**config.mk**
```make
export PLATFORM = sky130hd
export DESIGN_NAME = axi_lite_regbank
export DESIGN_NICKNAME = d
export VERILOG_FILES = /design/src/rtl/axi_lite_regbank.sv
export SDC_FILE = /design/constraint.sdc
export NUM_CORES = 1
export LEC_CHECK = 0
export BUFFER_PORTS_ARGS = -buffer_cell sky130_fd_sc_hd__buf_2
export CAP_MARGIN = 40
export CORE_AREA = 2 2 444 446
export DETAILED_ROUTE_END_ITERATION = 8
export DIE_AREA = 0 0 446 448
export GPL_TIMING_DRIVEN = 0
export PLACE_DENSITY = 0.4
export SLEW_MARGIN = 15
export SYNTH_ARGS = -nofsm -noshare
export SYNTH_HDL_FRONTEND = slang
export SYNTH_SLANG_ARGS = --single-unit
```
**constraint.sdc**
```tcl
create_clock -name clk -period 20.8 [get_ports clk]
set_input_delay 1.04 -clock clk [delete_from_list [all_inputs] [get_ports clk]]
set_output_delay 1.04 -clock clk [all_outputs]
set_load 0.01 [all_outputs]
```
**src/rtl/axi_lite_regbank.sv**
```systemverilog
// AXI4-Lite slave register bank: NUM_REGS x 32-bit registers with optional read-only
// slots fed from user logic, per-register write pulses and flat register export.
module axi_lite_regbank #(
    parameter int                  ADDR_WIDTH = 8,
    parameter int                  DATA_WIDTH = 32,
    parameter int                  NUM_REGS   = 16,
    parameter logic [NUM_REGS-1:0] RO_MASK    = '0,
    parameter logic [31:0]         RESET_VAL  = 32'h0
) (
    input  logic                           clk,
    input  logic                           rst,
    input  logic [ADDR_WIDTH-1:0]          s_axi_awaddr,
    input  logic                           s_axi_awvalid,
    output logic                           s_axi_awready,
    input  logic [DATA_WIDTH-1:0]          s_axi_wdata,
    input  logic [DATA_WIDTH/8-1:0]        s_axi_wstrb,
    input  logic                           s_axi_wvalid,
    output logic                           s_axi_wready,
    output logic [1:0]                     s_axi_bresp,
    output logic                           s_axi_bvalid,
    input  logic                           s_axi_bready,
    input  logic [ADDR_WIDTH-1:0]          s_axi_araddr,
    input  logic                           s_axi_arvalid,
    output logic                           s_axi_arready,
    output logic [DATA_WIDTH-1:0]          s_axi_rdata,
    output logic [1:0]                     s_axi_rresp,
    output logic                           s_axi_rvalid,
    input  logic                           s_axi_rready,
    output logic [NUM_REGS*DATA_WIDTH-1:0] reg_out,
    input  logic [NUM_REGS*DATA_WIDTH-1:0] ro_in,
    output logic [NUM_REGS-1:0]            wr_pulse
);

    localparam int         IDX_W  = ADDR_WIDTH - 2;
    localparam int         STRB_W = DATA_WIDTH / 8;
    localparam logic [1:0] RESP_OKAY   = 2'b00;
    localparam logic [1:0] RESP_SLVERR = 2'b10;

    logic                  aw_held_q;
    logic                  w_held_q;
    logic [ADDR_WIDTH-1:0] awaddr_q;
    logic [DATA_WIDTH-1:0] wdata_q;
    logic [STRB_W-1:0]     wstrb_q;
    logic                  bvalid_q;
    logic [1:0]            bresp_q;
    logic                  rvalid_q;
    logic [1:0]            rresp_q;
    logic [DATA_WIDTH-1:0] rdata_q;
    logic [NUM_REGS-1:0]   wr_pulse_q;
    logic [NUM_REGS-1:0]   wr_pulse_d;

    logic                  commit;
    logic [IDX_W-1:0]      aw_idx;
    logic [IDX_W-1:0]      ar_idx;
    logic                  aw_ok;
    logic                  ar_ok;
    logic                  aw_ro;
    logic [NUM_REGS-1:0]   aw_sel;
    logic [DATA_WIDTH-1:0] rd_vals [NUM_REGS];
    logic [DATA_WIDTH-1:0] rd_mux;

    assign aw_idx = awaddr_q[ADDR_WIDTH-1:2];
    assign ar_idx = s_axi_araddr[ADDR_WIDTH-1:2];
    assign aw_ok  = (awaddr_q[1:0] == 2'b00) && (32'(aw_idx) < 32'(NUM_REGS));
    assign ar_ok  = (s_axi_araddr[1:0] == 2'b00) && (32'(ar_idx) < 32'(NUM_REGS));
    assign aw_ro  = |(aw_sel & RO_MASK);

    // A commit needs both halves of the write and a free response slot.
    assign commit     = aw_held_q && w_held_q && !bvalid_q;
    assign wr_pulse_d = (commit && aw_ok && !aw_ro) ? (aw_sel & ~RO_MASK) : '0;

    genvar gi;
    generate
        for (gi = 0; gi < NUM_REGS; gi++) begin : g_reg
            assign aw_sel[gi] = (aw_idx == IDX_W'(gi));

            if (RO_MASK[gi]) begin : g_ro
                assign reg_out[gi*DATA_WIDTH +: DATA_WIDTH] = ro_in[gi*DATA_WIDTH +: DATA_WIDTH];
            end else begin : g_rw
                logic [DATA_WIDTH-1:0] reg_q;
                logic                  unused_ro_bits;

                assign unused_ro_bits = ^ro_in[gi*DATA_WIDTH +: DATA_WIDTH];

                always_ff @(posedge clk or posedge rst) begin
                    if (rst) begin
                        reg_q <= RESET_VAL;
                    end else if (wr_pulse_d[gi]) begin
                        for (int b = 0; b < STRB_W; b++) begin
                            if (wstrb_q[b]) begin
                                reg_q[b*8 +: 8] <= wdata_q[b*8 +: 8];
                            end
                        end
                    end
                end

                assign reg_out[gi*DATA_WIDTH +: DATA_WIDTH] = reg_q;
            end

            assign rd_vals[gi] = reg_out[gi*DATA_WIDTH +: DATA_WIDTH];
        end
    endgenerate

    always_comb begin
        rd_mux = '0;
        for (int i = 0; i < NUM_REGS; i++) begin
            if (ar_idx == IDX_W'(i)) begin
                rd_mux = rd_vals[i];
            end
        end
    end

    // AW and W are captured independently; the held flags double as the inverse readies.
    always_ff @(posedge clk or posedge rst) begin
        if (rst) begin
            aw_held_q  <= 1'b0;
            w_held_q   <= 1'b0;
            awaddr_q   <= '0;
            wdata_q    <= '0;
            wstrb_q    <= '0;
            bvalid_q   <= 1'b0;
            bresp_q    <= RESP_OKAY;
            wr_pulse_q <= '0;
        end else begin
            wr_pulse_q <= wr_pulse_d;

            if (s_axi_awvalid && !aw_held_q) begin
                aw_held_q <= 1'b1;
                awaddr_q  <= s_axi_awaddr;
            end else if (commit) begin
                aw_held_q <= 1'b0;
            end

            if (s_axi_wvalid && !w_held_q) begin
                w_held_q <= 1'b1;
                wdata_q  <= s_axi_wdata;
                wstrb_q  <= s_axi_wstrb;
            end else if (commit) begin
                w_held_q <= 1'b0;
            end

            if (commit) begin
                bvalid_q <= 1'b1;
                bresp_q  <= (aw_ok && !aw_ro) ? RESP_OKAY : RESP_SLVERR;
            end else if (bvalid_q && s_axi_bready) begin
                bvalid_q <= 1'b0;
            end
        end
    end

    // Read data is captured on the AR edge, so a same-edge commit is not yet visible.
    always_ff @(posedge clk or posedge rst) begin
        if (rst) begin
            rvalid_q <= 1'b0;
            rresp_q  <= RESP_OKAY;
            rdata_q  <= '0;
        end else if (s_axi_arvalid && !rvalid_q) begin
            rvalid_q <= 1'b1;
            rdata_q  <= ar_ok ? rd_mux : '0;
            rresp_q  <= ar_ok ? RESP_OKAY : RESP_SLVERR;
        end else if (rvalid_q && s_axi_rready) begin
            rvalid_q <= 1'b0;
        end
    end

    assign s_axi_awready = !aw_held_q;
    assign s_axi_wready  = !w_held_q;
    assign s_axi_bvalid  = bvalid_q;
    assign s_axi_bresp   = bresp_q;
    assign s_axi_arready = !rvalid_q;
    assign s_axi_rvalid  = rvalid_q;
    assign s_axi_rresp   = rresp_q;
    assign s_axi_rdata   = rdata_q;
    assign wr_pulse      = wr_pulse_q;

endmodule

```
==> results.toml <==
[run_status]
status = "complete, no violations"

[timing]
min_period_over_period = 0.215
relSlewSlack = 0.275
min_period_ps = 4480
final.setup_skew_ps = 60.5
worst_slew_pin_slew_ps = 1090
rsz0062_at_grt = "no"
finalHoldViolations = 0
setup_viol = 0
max_freq_mhz = 223
tns_ps = 0
report.final.slew_viol_count = 0

[hold_path]
hp-class = "input port to asynchronous set/reset pin"

[global_route]
gr-total-overflow = 0
grt_pass1_vias = 22149
grt_usage = 0.184
grt_max_degree = 99
grt_first_pass_wirelength_um = 239000
antenna_found_initial = 28

[final_layout]
syn_to_final_growth_pct = 35.3
nNetsFinal = 3358
final_layout_size_suffix_gt1_frac = 0.529

[route]
avgRoutedWirePerCell_um = 35.0
ant_nets = 0
via_per_inst = 4.12
routed_wl_um = 189000
drtPass1Iterations = 5
drt_first_iter_violations = 1982
remaining_drc_errors = 0
vias = 22240

[setup_path]
reg2reg_depth = 6
cp.arrival_ps = 5030
reg2reg_slack_ps = 17400
critPathCaptureType = "flip-flop"
r2r_start = "s_axi_rvalid$_DFFE_PP0P_"
worstSetupPathType = "input port to flip-flop"
cp_data_required_time_ps = 21350
cp_max_fo = 11
r2r-end = "s_axi_rdata[14]$_DFFE_PP0P_"
startpoint_type = "input port"

[synth]
synth_top_cells_by_area = "dfrtp_1 56%, mux2_2 23%, mux4_2 3.2%, o21ai_0 1.2%, nand2_1 1.1%"
yosysTopAreaCell = "dfrtp_1"
synth_flop_cell = "dfrtp_1"
syn_area_per_cell_um2 = 13.5
yosys.area.top_type_share = 0.557
synth-seq-cells = 610
synth-edff-count = 0
syn-instance-count = 2031
yosysSeqAreaShare = 0.557
yosys_warnings = 0
async_flop_share = 1.00
synth_area_um2 = 27400
synthDistinctLibCells = 76

[floorplanning]
die_x_um = 446
start_util = 0.141
die-area_um2 = 200000
die_y_um = 448
num_io_pins = 1140
placementRows = 162
core_area_um2 = 195000

[clock_network]
clk_latency_ps = 700
h-tree-depth = 3
post-cts-setup-buffer-count = 0
holdBufCountCts = 0
cts-resized-gates = 0
cts_sinks = 610
cts_made_buffers = 76
clockBufferDepth = 3
root_buffer = "clkbuf_16"
clk_pin_slew_worst_paths_ps = 60
cts_tree = "yes"

[power_and_ir_drop]
power_mw = 3.99
p_per_area_nw_per_um2 = 107
leakagePower_nw = 18.5
peakVddDrop_mv = 0.0657

[placement]
port_buffers = 625
routabilityCongestion = 0.921
hpwl_um = 153000

[run]
drv_cap = 0
[area by class of cell]
cell class                 count  area [um^2]
fill                       21510       157000
sequential                   610        15300
multi-input combinational   1271        11500
timing repair buffer         677         3850
tap                         2542         3180
clock buffer                 112         2180
buffer                       135          597
clock inverter                23          392
inverter                      16         67.6
antenna                       13         32.5
[where the power goes]
| part | switching (mW) | internal, mW | leakage (nW) |
|---|---|---|---|
| logic | 0.617 | 0.321 | 8.88 |
| registers | 0.284 | 1.36 | 8.38 |
| clock network | 0.595 | 0.808 | 1.25 |
| total | 1.50 | 2.49 | 18.5 |
[worst max path at each step]
| stage | start | endpoint | slack, ps |
|---|---|---|---|
| 2_1_floorplan | rst | aw_held_q$_DFFE_PP0P_ | 2680 |
| 3_3_place_gp | rst | s_axi_rvalid$_DFFE_PP0P_ | -7050 |
| 3_5_place_dp | s_axi_araddr[2] | s_axi_rdata[27]$_DFFE_PP0P_ | 15460 |
| 4_1_cts | s_axi_araddr[2] | s_axi_rdata[27]$_DFFE_PP0P_ | 16250 |
| 5_1_grt | s_axi_araddr[2] | s_axi_rdata[27]$_DFFE_PP0P_ | 16160 |
| 6_report | s_axi_araddr[2] | s_axi_rdata[27]$_DFFE_PP0P_ | 16320 |
[critical path, cell delays in order]
cell      delay [ps]
buf_2            120
buf_4            350
buf_6            320
buf_4            390
clkinv_1         710
clkbuf_2         630
o22ai_1          260
a22oi_1          270
a221oi_1         700
o21ai_0          150
[cell families after synthesis]
group,after synthesis,synth area share
AOI/OAI and AO/OA,300,0.0779
buffers and inverters,151,0.0237
DFF,610,0.557
muxes,635,0.276
other,1,0.000137
and+or+nand+nor,334,0.0660
[routing by layer]
metal  track usage  part of all wire  vias to the layer above
met5             0           0.00079                        -
met4         0.122             0.077                       24
met2         0.317              0.50                      888
met1         0.205              0.37                    11849
met3        0.0368             0.057                      330
li1              -                 -                     9149
[Yosys cell counts (18+ instances only)]
cell type,n
o21ai_0,64
a21oi_1,47
mux2i_1,20
nand3_1,50
nor3_1,18
nand2_2,32
a221o_1,20
buf_2,36
mux4_2,39
clkbuf_1,83
mux2_2,567
a32oi_1,19
nand2_1,84
nor2_1,60
dfrtp_1,610
[per-stage QoR]
step | hold WS [ps] | cells | cell area (um^2) | setup WS [ps] | utilization
2_1_floorplan | 499 | 2032 | 27400 | 2680 | -
3_3_place_gp | 477 | 5199 | 33700 | -7050 | 0.173
3_5_place_dp | 474 | 5249 | 34500 | 15460 | 0.177
4_1_cts | 311 | 5384 | 37000 | 16250 | 0.190
5_1_grt | 370 | 5387 | 37100 | 16160 | 0.191
6_report | 360 | 5399 | 37100 | 16320 | 0.191
[registers in the layout (all words and copies together) (netlist names)]
| register | cells |
|---|---|
| awaddr_q | 8 |
| s_axi_rresp | 1 |
| wstrb_q | 4 |
| aw_held_q | 1 |
| s_axi_bresp | 1 |
| w_held_q | 1 |
| s_axi_bvalid | 1 |
| s_axi_rdata | 32 |
| wr_pulse | 16 |
| wdata_q | 32 |
| g.g_rw.reg_q | 512 |
| s_axi_rvalid | 1 |
[layout by cell type, fill, tap and decap left out, types with 11 or more instances in the layout]
cell and n:
nand3_1 50, a21oi_1 47, mux2i_1 20, buf_6 28, o21ai_0 64, nand2_1 84, mux4_2 39, a221oi_1 12
clkbuf_1 100, nand4_1 15, nand2b_1 16, a31oi_1 11, nor3_1 18, a22oi_1 14, a32oi_1 19, inv_1 14
o221ai_1 11, a221o_1 20, clkbuf_16 76, nor2_1 59, a211oi_1 12, buf_2 663, dfrtp_1 610, nand2_2 32
diode_2 13, o22ai_1 11, mux2_2 567, a22o_1 11, clkbuf_8 14, buf_4 12
Note: power is estimated with default switching activity, not from simulation.
